File: src/rtl/store_buffer_pkg.sv
// ---------------------------------------------------------------------------
// store_buffer_pkg
//   Shared definitions for the committed-store buffer:
//   - SB_STRB_W           : byte-enable width of a store
//   - drain_state_e       : drain FSM encodings (IDLE=0, REQ=1, WAIT=2)
//   - sb_entry_width()    : width of one packed buffer entry
//   - sb_entry_*_lsb()    : field offsets inside a packed entry
//
//   Packed entry / drain bus layout, MSB to LSB:
//     { addr[ADDR_W-1:0], wdata[DATA_W-1:0], wstrb[3:0], uncache }
// ---------------------------------------------------------------------------
package store_buffer_pkg;

    localparam int SB_STRB_W = 4;

    typedef enum logic [1:0] {
        DRAIN_IDLE = 2'd0,
        DRAIN_REQ  = 2'd1,
        DRAIN_WAIT = 2'd2
    } drain_state_e;

    // Entry width: address + data + byte enables + uncached attribute.
    function automatic int sb_entry_width(input int addr_w, input int data_w);
        return addr_w + data_w + SB_STRB_W + 1;
    endfunction

    // Bit offset of the data field inside a packed entry.
    function automatic int sb_entry_data_lsb();
        return SB_STRB_W + 1;
    endfunction

    // Bit offset of the address field inside a packed entry.
    function automatic int sb_entry_addr_lsb(input int data_w);
        return data_w + SB_STRB_W + 1;
    endfunction

endpackage

File: src/rtl/store_buffer_drain_ctrl.sv
// ---------------------------------------------------------------------------
// store_buffer_drain_ctrl
//   Drains committed store-buffer entries, oldest first, to the dcache.
//   Owns the head pointer and produces the pop pulse for the entry storage.
//
// Ports:
//   clk, rst          : clock, synchronous active-high reset
//   i_ncommitted      : committed-but-not-popped entry count (registered)
//   i_commit          : a commit is being applied this cycle
//   i_cache_addr_ok   : dcache accepted the request
//   i_cache_data_ok   : dcache completed the write
//   o_cache_req       : drain request to the dcache
//   o_head_ptr        : index of the entry being drained
//   o_pop             : head entry retires at the next clock edge
//   o_state           : current FSM state (debug)
//
// dcache handshake: o_cache_req is held high with stable fields until a cycle
// in which i_cache_addr_ok is high; that cycle is the request transfer. The
// write then completes on the first later cycle with i_cache_data_ok high,
// which is when the head entry is popped. data_ok never coincides with
// addr_ok for the same request.
// ---------------------------------------------------------------------------
module store_buffer_drain_ctrl
    import store_buffer_pkg::*;
#(
    parameter int DEPTH = 4,
    parameter int PTR_W = $clog2(DEPTH),
    parameter int CNT_W = PTR_W + 1
) (
    input  logic             clk,
    input  logic             rst,
    input  logic [CNT_W-1:0] i_ncommitted,
    input  logic             i_commit,
    input  logic             i_cache_addr_ok,
    input  logic             i_cache_data_ok,
    output logic             o_cache_req,
    output logic [PTR_W-1:0] o_head_ptr,
    output logic             o_pop,
    output drain_state_e     o_state
);

    drain_state_e     r_state;
    drain_state_e     w_state_next;
    logic [PTR_W-1:0] r_head;
    logic             w_pop;
    logic [CNT_W-1:0] w_remaining;

    // Committed entries still waiting once the head pops, counting a commit
    // that lands in the same cycle so back-to-back drains need no idle gap.
    assign w_remaining = i_ncommitted - CNT_W'(1) + CNT_W'(i_commit);

    always_comb begin
        w_state_next = r_state;
        w_pop        = 1'b0;
        case (r_state)
            DRAIN_IDLE: begin
                // A commit this cycle is enough to start: request shows up
                // the cycle after the commit.
                if ((i_ncommitted != '0) || i_commit) begin
                    w_state_next = DRAIN_REQ;
                end
            end
            DRAIN_REQ: begin
                if (i_cache_addr_ok) begin
                    w_state_next = DRAIN_WAIT;
                end
            end
            DRAIN_WAIT: begin
                if (i_cache_data_ok) begin
                    w_pop        = 1'b1;
                    w_state_next = (w_remaining != '0) ? DRAIN_REQ : DRAIN_IDLE;
                end
            end
            default: begin
                w_state_next = DRAIN_IDLE;
            end
        endcase
    end

    always_ff @(posedge clk) begin
        if (rst) begin
            r_state <= DRAIN_IDLE;
            r_head  <= '0;
        end else begin
            r_state <= w_state_next;
            if (w_pop) begin
                r_head <= r_head + PTR_W'(1);
            end
        end
    end

    assign o_cache_req = (r_state == DRAIN_REQ);
    assign o_head_ptr  = r_head;
    assign o_pop       = w_pop;
    assign o_state     = r_state;

endmodule

File: src/rtl/store_buffer.sv
// ---------------------------------------------------------------------------
// store_buffer
//   Committed-store buffer between the memory stage and the dcache. Stores
//   are pushed speculatively, retired in order by commit_i, discarded by
//   flush_i when still uncommitted, and drained in order to the dcache.
//   Loads that hit a buffered word are told to stall.
//
// Ports:
//   clk, rst                    : clock, synchronous active-high reset
//   push_valid_i / push_ready_o : store push handshake (ready = ~full_o)
//   push_addr_i, push_wdata_i,
//   push_wstrb_i, push_uncache_i: store fields
//   commit_i                    : retire oldest uncommitted store
//   flush_i                     : discard all uncommitted stores
//   ld_valid_i, ld_addr_i       : younger load lookup
//   ld_hit_o                    : load word matches a live entry
//   cache_req_o, cache_addr_o,
//   cache_wdata_o, cache_wstrb_o,
//   cache_uncache_o             : drain request to the dcache
//   cache_addr_ok_i,
//   cache_data_ok_i             : dcache request/completion strobes
//   empty_o, full_o             : occupancy flags
//
// Push handshake: a store transfers on a cycle where push_valid_i and
// push_ready_o are both high and flush_i is low. push_ready_o depends only on
// registered occupancy, never on a same-cycle pop.
// ---------------------------------------------------------------------------
module store_buffer
    import store_buffer_pkg::*;
#(
    parameter int DEPTH  = 4,
    parameter int ADDR_W = 32,
    parameter int DATA_W = 32
) (
    input  logic              clk,
    input  logic              rst,
    input  logic              push_valid_i,
    output logic              push_ready_o,
    input  logic [ADDR_W-1:0] push_addr_i,
    input  logic [DATA_W-1:0] push_wdata_i,
    input  logic [3:0]        push_wstrb_i,
    input  logic              push_uncache_i,
    input  logic              commit_i,
    input  logic              flush_i,
    input  logic              ld_valid_i,
    input  logic [ADDR_W-1:0] ld_addr_i,
    output logic              ld_hit_o,
    output logic              cache_req_o,
    output logic [ADDR_W-1:0] cache_addr_o,
    output logic [DATA_W-1:0] cache_wdata_o,
    output logic [3:0]        cache_wstrb_o,
    output logic              cache_uncache_o,
    input  logic              cache_addr_ok_i,
    input  logic              cache_data_ok_i,
    output logic              empty_o,
    output logic              full_o
);

    localparam int PTR_W    = $clog2(DEPTH);
    localparam int CNT_W    = PTR_W + 1;
    localparam int ENTRY_W  = sb_entry_width(ADDR_W, DATA_W);
    localparam int ADDR_LSB = sb_entry_addr_lsb(DATA_W);
    localparam int DATA_LSB = sb_entry_data_lsb();

    // Entry storage carries no reset: liveness is defined purely by the
    // pointers and count, so stale contents are never observed.
    logic [ENTRY_W-1:0] r_entry [DEPTH];

    logic [PTR_W-1:0]   r_tail;
    logic [PTR_W-1:0]   r_cmt;
    logic [CNT_W-1:0]   r_count;
    logic [CNT_W-1:0]   r_ncommitted;

    logic [PTR_W-1:0]   w_head;
    logic               w_pop;
    logic               w_cache_req;
    drain_state_e       w_drain_state;

    logic               w_full;
    logic               w_empty;
    logic [CNT_W-1:0]   w_uncommitted;
    logic               w_do_push;
    logic               w_do_commit;
    logic [PTR_W-1:0]   w_cmt_next;
    logic [CNT_W-1:0]   w_nc_next;
    logic [ENTRY_W-1:0] w_head_entry;
    logic [DEPTH-1:0]   w_live;
    logic [DEPTH-1:0]   w_match;
    logic               w_unused;

    assign w_full        = (r_count == CNT_W'(DEPTH));
    assign w_empty       = (r_count == '0);
    assign w_uncommitted = r_count - r_ncommitted;

    assign w_do_push   = push_valid_i & ~w_full & ~flush_i;
    // A commit with nothing uncommitted is an upstream bug; it is ignored
    // here so the pointers cannot run past the tail.
    assign w_do_commit = commit_i & (w_uncommitted != '0);

    // Ordering within one cycle: commit, then flush, then pop.
    assign w_cmt_next = r_cmt + PTR_W'(w_do_commit);
    assign w_nc_next  = r_ncommitted + CNT_W'(w_do_commit) - CNT_W'(w_pop);

    always_ff @(posedge clk) begin
        if (rst) begin
            r_tail       <= '0;
            r_cmt        <= '0;
            r_count      <= '0;
            r_ncommitted <= '0;
        end else begin
            r_cmt        <= w_cmt_next;
            r_ncommitted <= w_nc_next;
            if (flush_i) begin
                // Everything past the commit point is discarded; what remains
                // is exactly the committed set (after any pop this cycle).
                r_tail  <= w_cmt_next;
                r_count <= w_nc_next;
            end else begin
                r_tail  <= r_tail + PTR_W'(w_do_push);
                r_count <= r_count + CNT_W'(w_do_push) - CNT_W'(w_pop);
            end
        end
    end

    always_ff @(posedge clk) begin
        if (w_do_push) begin
            r_entry[r_tail] <= {push_addr_i, push_wdata_i, push_wstrb_i, push_uncache_i};
        end
    end

    // An entry is live when its distance from the head is below count; this
    // keeps the head entry live until its data_ok pop.
    for (genvar g = 0; g < DEPTH; g++) begin : g_entry
        logic [PTR_W-1:0] w_offset;
        assign w_offset   = PTR_W'(g) - w_head;
        assign w_live[g]  = ({1'b0, w_offset} < r_count);
        assign w_match[g] = w_live[g] &
                            (r_entry[g][ENTRY_W-1 -: ADDR_W-2] == ld_addr_i[ADDR_W-1:2]);
    end

    assign ld_hit_o = ld_valid_i & (|w_match);

    store_buffer_drain_ctrl #(
        .DEPTH (DEPTH),
        .PTR_W (PTR_W),
        .CNT_W (CNT_W)
    ) u_drain_ctrl (
        .clk             (clk),
        .rst             (rst),
        .i_ncommitted    (r_ncommitted),
        .i_commit        (w_do_commit),
        .i_cache_addr_ok (cache_addr_ok_i),
        .i_cache_data_ok (cache_data_ok_i),
        .o_cache_req     (w_cache_req),
        .o_head_ptr      (w_head),
        .o_pop           (w_pop),
        .o_state         (w_drain_state)
    );

    // Drain fields are zero whenever no request is outstanding.
    assign w_head_entry    = r_entry[w_head];
    assign cache_req_o     = w_cache_req;
    assign cache_addr_o    = w_cache_req ? w_head_entry[ADDR_LSB +: ADDR_W] : '0;
    assign cache_wdata_o   = w_cache_req ? w_head_entry[DATA_LSB +: DATA_W] : '0;
    assign cache_wstrb_o   = w_cache_req ? w_head_entry[1 +: SB_STRB_W] : '0;
    assign cache_uncache_o = w_cache_req & w_head_entry[0];

    assign empty_o      = w_empty;
    assign full_o       = w_full;
    assign push_ready_o = ~w_full;

    // Byte offset of the load is irrelevant to a word match; drain state is
    // exported by the controller for observation only.
    assign w_unused = ^{ld_addr_i[1:0], w_drain_state};

endmodule

File: config.mk
export PLATFORM = sky130hd
export DESIGN_NAME = store_buffer
export DESIGN_NICKNAME = d
export VERILOG_FILES = /design/src/rtl/store_buffer_pkg.sv /design/src/rtl/store_buffer_drain_ctrl.sv /design/src/rtl/store_buffer.sv
export SDC_FILE = /design/constraint.sdc
export NUM_CORES = 1
export LEC_CHECK = 0
export BUFFER_PORTS_ARGS = -buffer_cell sky130_fd_sc_hd__buf_4
export CORE_ASPECT_RATIO = 0.8
export CORE_MARGIN = 2
export CORE_UTILIZATION = 57
export CTS_CLUSTER_SIZE = 12
export DETAILED_ROUTE_END_ITERATION = 10
export PLACE_DENSITY = 0.8
export SLEW_MARGIN = 10
export SYNTH_ARGS = -nofsm -noshare
export SYNTH_HDL_FRONTEND = slang
export SYNTH_SLANG_ARGS = --single-unit
File: constraint.sdc
create_clock -name clk -period 7.05 [get_ports clk]
set_clock_uncertainty 0.05 [all_clocks]
set_input_delay 0.3525 -clock clk [delete_from_list [all_inputs] [get_ports clk]]
set_output_delay 0.3525 -clock clk [all_outputs]
set_load 0.05 [all_outputs]
Word level (Yosys, flattened, before mapping)
Memories as Yosys holds them, arrays and structs flattened. A register that Yosys moved wholly into a read port is not among the register bits.
Cells that the tools add are included.
{"block": "op_classes", "bitwise_logic": 11, "muxes": 16, "addsub": 14, "n_reduce_logical": 8, "magnitude_cmp": 4, "n_eq_ne": 10}
{"op": "$eq 30x30->1", "n": 4}
{"op": "$mux 32", "n": 2}
{"op": "$lt 2x3->1", "n": 4}
{"op": "$mux 2", "n": 6}
{"op": "$add 3x1->3", "n": 3}
{"op": "$and 1x1->1", "n": 9}
{"op": "$reduce_bool 3->1", "n": 3}
{"op": "$pmux 2 s3", "n": 1}
{"op": "$sub 3x1->3", "n": 2}
{"op": "$mux 1", "n": 5}
{"op": "$add 2x1->2", "n": 2}
{"op": "$mux 4", "n": 1}
{"op": "$ne 2x2->1 const B", "n": 2}
{"op": "$reduce_or 4->1", "n": 1}
{"op": "$sub 1x2->2 const A", "n": 2}
{"op": "$sub 2x2->2 const A", "n": 2}
{"op": "$eq 3x3->1 const B", "n": 1}
{"op": "$logic_not 3->1", "n": 1}
{"op": "$mux 3", "n": 1}
{"op": "$reduce_and 3->1", "n": 1}
{"op": "$sub 3x1->3 const B", "n": 1}
{"op": "$sub 3x3->3", "n": 1}
{"op": "$add 2x1->2 const B", "n": 1}
{"op": "$eq 2x1->1 const B", "n": 1}
{"op": "other kinds (5)", "n": 6}
{"block": "word_totals", "register_bits": 14, "elab_cells": 70, "ramBits": 276, "n_memories": 1}
{"name": "r_entry", "depth": 4, "word_bits": 69, "read_ports": 5, "rd_ports_with_merged_regs": 1, "write_ports": 1, "line_no": "store_buffer.sv:67", "text": "logic [ENTRY_W-1:0] r_entry [DEPTH];"}

Logic depth before layout (Yosys ltp)
{"block": "depth", "depth_word": 8, "depth_mapped": 11}

By module
From an unflattened synthesis, not the netlist that was laid out.
{"block": "hier_totals", "cells_unflattened": 713, "area_unflattened_um2": 12668.4}
{"mod": "store_buffer", "instances": 1, "cells_each": 685, "area_each_um2": 12431.9}
{"mod": "store_buffer_drain_ctrl", "instances": 1, "cells_each": 28, "area_each_um2": 236.5}

Worst setup path after synthesis
OpenSTA, ideal clock, no wires.
{"block": "synth_path", "kind": "flip-flop to flip-flop", "start": "reg r_count[0]", "end": "mem r_entry[0][0] in the netlist's numbering, enable pin", "arrival_ns": 5.887, "setup_slack_ns": 0.532, "path_buffers": 0, "period_less_slack_ns": 6.518, "stages_incl_launch_ff": 5, "path_cell_list": "dfxtp_1 inv_1 nand3_1 nand3b_1 nor3_1"}
{"block": "synth_via", "elab_chain_cells": 6}
{"item": "from (decl)", "line_no": "store_buffer.sv:71", "text": "logic [CNT_W-1:0] r_count;"}
{"item": "from (signal assigned)", "line_no": "store_buffer.sv:117", "text": "r_count <= w_nc_next;"}
{"item": "from (signal assigned)", "line_no": "store_buffer.sv:120", "text": "r_count <= r_count + CNT_W'(w_do_push) - CNT_W'(w_pop);"}
{"item": "$eq 3x3->1", "line_no": "store_buffer.sv:91", "text": "assign w_full = (r_count == CNT_W'(DEPTH));"}
{"item": "$not 1->1"}
{"item": "named net push_ready_o", "line_no": "store_buffer.sv:38", "text": "output logic push_ready_o,"}
{"item": "$and 1x1->1 (2 in a row)", "line_no": "store_buffer.sv:95", "text": "assign w_do_push = push_valid_i & ~w_full & ~flush_i;"}
{"item": "$mux 1", "line_no": "store_buffer.sv:126", "text": "if (w_do_push) begin"}
{"item": "$mux 1 (implied by the code)", "line_no": "store_buffer.sv:127", "text": "r_entry[r_tail] <= {push_addr_i, push_wdata_i, push_wstrb_i, push_uncache_i};"}
{"item": "to (decl)", "line_no": "store_buffer.sv:67"}
The timed path passes the listed nets, and every way through them passes these cells.

==> impl_metrics.env <==
export IMPL_rrSetupSlack_ps=3950
export IMPL_hold_path_class="primary input to flip-flop"
export IMPL_synth_area_per_cell_um2=17.8
export IMPL_path_class="flip-flop to primary output"
export IMPL_cp_end_kind="primary output"
export IMPL_clock_latency_ps=550
export IMPL_grt_pass1_vias=7575
export IMPL_grt_pass1_wl_um=43600
export IMPL_place_congestion=0.863
export IMPL_synth_area_um2=12700
export IMPL_die_h_um=138
export IMPL_syn_to_final_growth_pct=25.6
export IMPL_synth_top_flop_cell="edfxtp_1"
export IMPL_final_common_cell="edfxtp_1"
export IMPL_drc=0
export IMPL_hold_violations=0
export IMPL_synth_top_area_cell="edfxtp_1"
export IMPL_regArea_um2=8620
export IMPL_htree_levels=1
export IMPL_final_cell_mix="edfxtp_1, buf_4, xor2_1"
export IMPL_clk_transition_reported_paths_ps=60
export IMPL_share_seq_of_total_power=0.427
export IMPL_period_needed_ps=3530
export IMPL_die_w_um=171
export IMPL_syn_nets=839
export IMPL_swShare=0.327
export IMPL_worstMarginPinSlew_ps=1140
export IMPL_viasPerCell=5.72
export IMPL_p_sw_w=0.00164
export IMPL_numCtsBuffers=30
export IMPL_required_ps=6650
export IMPL_slew_headroom=0.240
export IMPL_cts_tree="built"
export IMPL_p_leak_nw=5.66
export IMPL_layout_drive_gt1_share=0.306
export IMPL_rsz0062_at_grt="no"
export IMPL_cp_max_fo=39
export IMPL_ys_ff_latch=292
export IMPL_internal_power_w=0.00337
export IMPL_netlist_instances=714
export IMPL_power_density_nw_per_um2=314
export IMPL_drv_slew=0
export IMPL_track_usage=0.252
export IMPL_pwr_share_clk=0.284
export IMPL_grt_overflow=0
export IMPL_cts_sinks=292
export IMPL_drt_pass1_iterations=5
export IMPL_vias=7397
export IMPL_ios=183
export IMPL_ys_seq_area_frac=0.677
export IMPL_fill_cells=1363
export IMPL_fmax_mhz=284
export IMPL_portBuffers=180
export IMPL_start_util=0.584
export IMPL_postRouteAntennaNets=0
export IMPL_hold_worst_slack_ps=25.7
export IMPL_synth_edf_count=276
export IMPL_grt_max_degree=70
export IMPL_final_core_util=0.734
export IMPL_dp_hpwl_um=18000
export IMPL_fin_crit_sh=0.500
export IMPL_drv_cap=0
export IMPL_rows=48
export IMPL_startpoint_type="flip-flop"
export IMPL_wl_per_cell_um=22.5
export IMPL_irDropWorstVdd_mv=0.219
export IMPL_cts_setup_buffers=0
export IMPL_layout_nets=1100
export IMPL_ys_types=34
export IMPL_async_flop_share=0
export IMPL_coreArea_um2=21700
export IMPL_setup_viol=0
export IMPL_wl_um=29100
export IMPL_cts_buffer_depth=3
export IMPL_critical_path_arrival_ps=3120
export IMPL_p_comb_frac=0.289
export IMPL_drt_iter0_drc=750
export IMPL_dieArea_um2=23500
export IMPL_antenna_found_initial=1
export IMPL_yosys_top_cells_area="edfxtp_1, mux4_2, xor2_1"
export IMPL_ys_warn_count=0
export IMPL_status="completed"
export IMPL_finalSetupTns_ps=0
export IMPL_cts_root_buf="clkbuf_16"
export IMPL_multi_input_area_um2=3950
export IMPL_yosys_area_top_type_share=0.652
[registers in the layout (all words and copies together), names as in the netlist, named ones only]
register and count:
r_entry 276, u_drain_ctrl.o_head_ptr 2, u_drain_ctrl.o_state 2, r_count 3, r_cmt 2, r_tail 2, r_ncommitted 3
[synth_stat cells, types with 4 or more instances]
cell and instances:
mux4_2 69, nor3_1 6, xnor2_1 18, nor2b_1 4, inv_1 13, nor4_1 25, dfxtp_1 16, edfxtp_1 276
clkbuf_1 15, xor2_1 114, nor2_1 16, buf_2 8, nand3_1 6, and2_1 69, nand4_1 8, ha_1 14
nand2_1 5, a21oi_1 6
[metrics by stage]
step / instance area (µm²) / power, W / instances / setup WS, ps
6_report: 16000 / 0.00501 / 1294 / 3520
5_1_grt: 16000 / 0.00521 / 1293 / 3290
4_1_cts: 16000 / 0.00503 / 1293 / 3420
3_5_place_dp: 14400 / 0.00359 / 1174 / 3910
3_3_place_gp: 14400 / 0.00357 / 1174 / 3920
2_1_floorplan: 12700 / 0.00313 / 714 / 532
[power by group through the flow]
stage / clock network [W] / registers, W / logic (W)
6_report: 0.00142 / 0.00214 / 0.00145
5_1_grt: 0.00151 / 0.00215 / 0.00154
4_1_cts: 0.00144 / 0.00214 / 0.00146
3_5_place_dp: 0 / 0.00217 / 0.00142
3_3_place_gp: 0 / 0.00217 / 0.00141
2_1_floorplan: 0 / 0.00215 / 0.000977
[cell type report]
class	instances	area share
diodes	1	0.000157
clock buffers	42	0.0517
clock inverters	8	0.00306
inverters	16	0.00376
multi-input cells	380	0.247
flip-flops and latches	292	0.540
well taps	300	0.0235
repair buffers	255	0.131
[final timing paths]
kind                              to  cells after the start            start
max                 cache_addr_o[30]                      4        flip-flop
min                       r_count[2]                      2          flush_i
max reg2reg           r_entry[2][10]                      7       r_count[1]
min reg2reg  u_drain_ctrl.o_state[0]                      2  r_ncommitted[0]
[logic make-up (layout without fill, tap and decap cells)]
| group | after synthesis | after routing | share of synthesized area |
|---|---|---|---|
| muxes | 72 | 72 | 0.125 |
| adders and majority gates | 16 | 16 | 0.0169 |
| AOI/OAI and AO/OA | 17 | 17 | 0.0102 |
| xor gates and xnor gates | 132 | 132 | 0.0910 |
| DFF | 292 | 292 | 0.677 |
| and+or+nand+nor | 143 | 143 | 0.0653 |
| other | 0 | 1 | 0 |
| buffers and inverters | 42 | 321 | 0.0145 |
[critical path: stages (launching register included)]
cell     delay (ps)
dfxtp_4         780
buf_4           760
mux4_2          630
and2_1          190
buf_4           180
[routing by layer]
metal	GRT usage	wire length, µm	up-vias
li1	-	-	3274
met5	0	0	-
met1	0.349	12000	3730
met3	0.0661	2640	56
met4	0.0631	665	0
met2	0.406	13900	337
[what timing repair did]
action | CTS | global route
hold endpoints to repair | 276 | 0
gates resized for setup | 0 | 0
hold buffers | 69 | 0
Power figures use the tool's default switching activity.
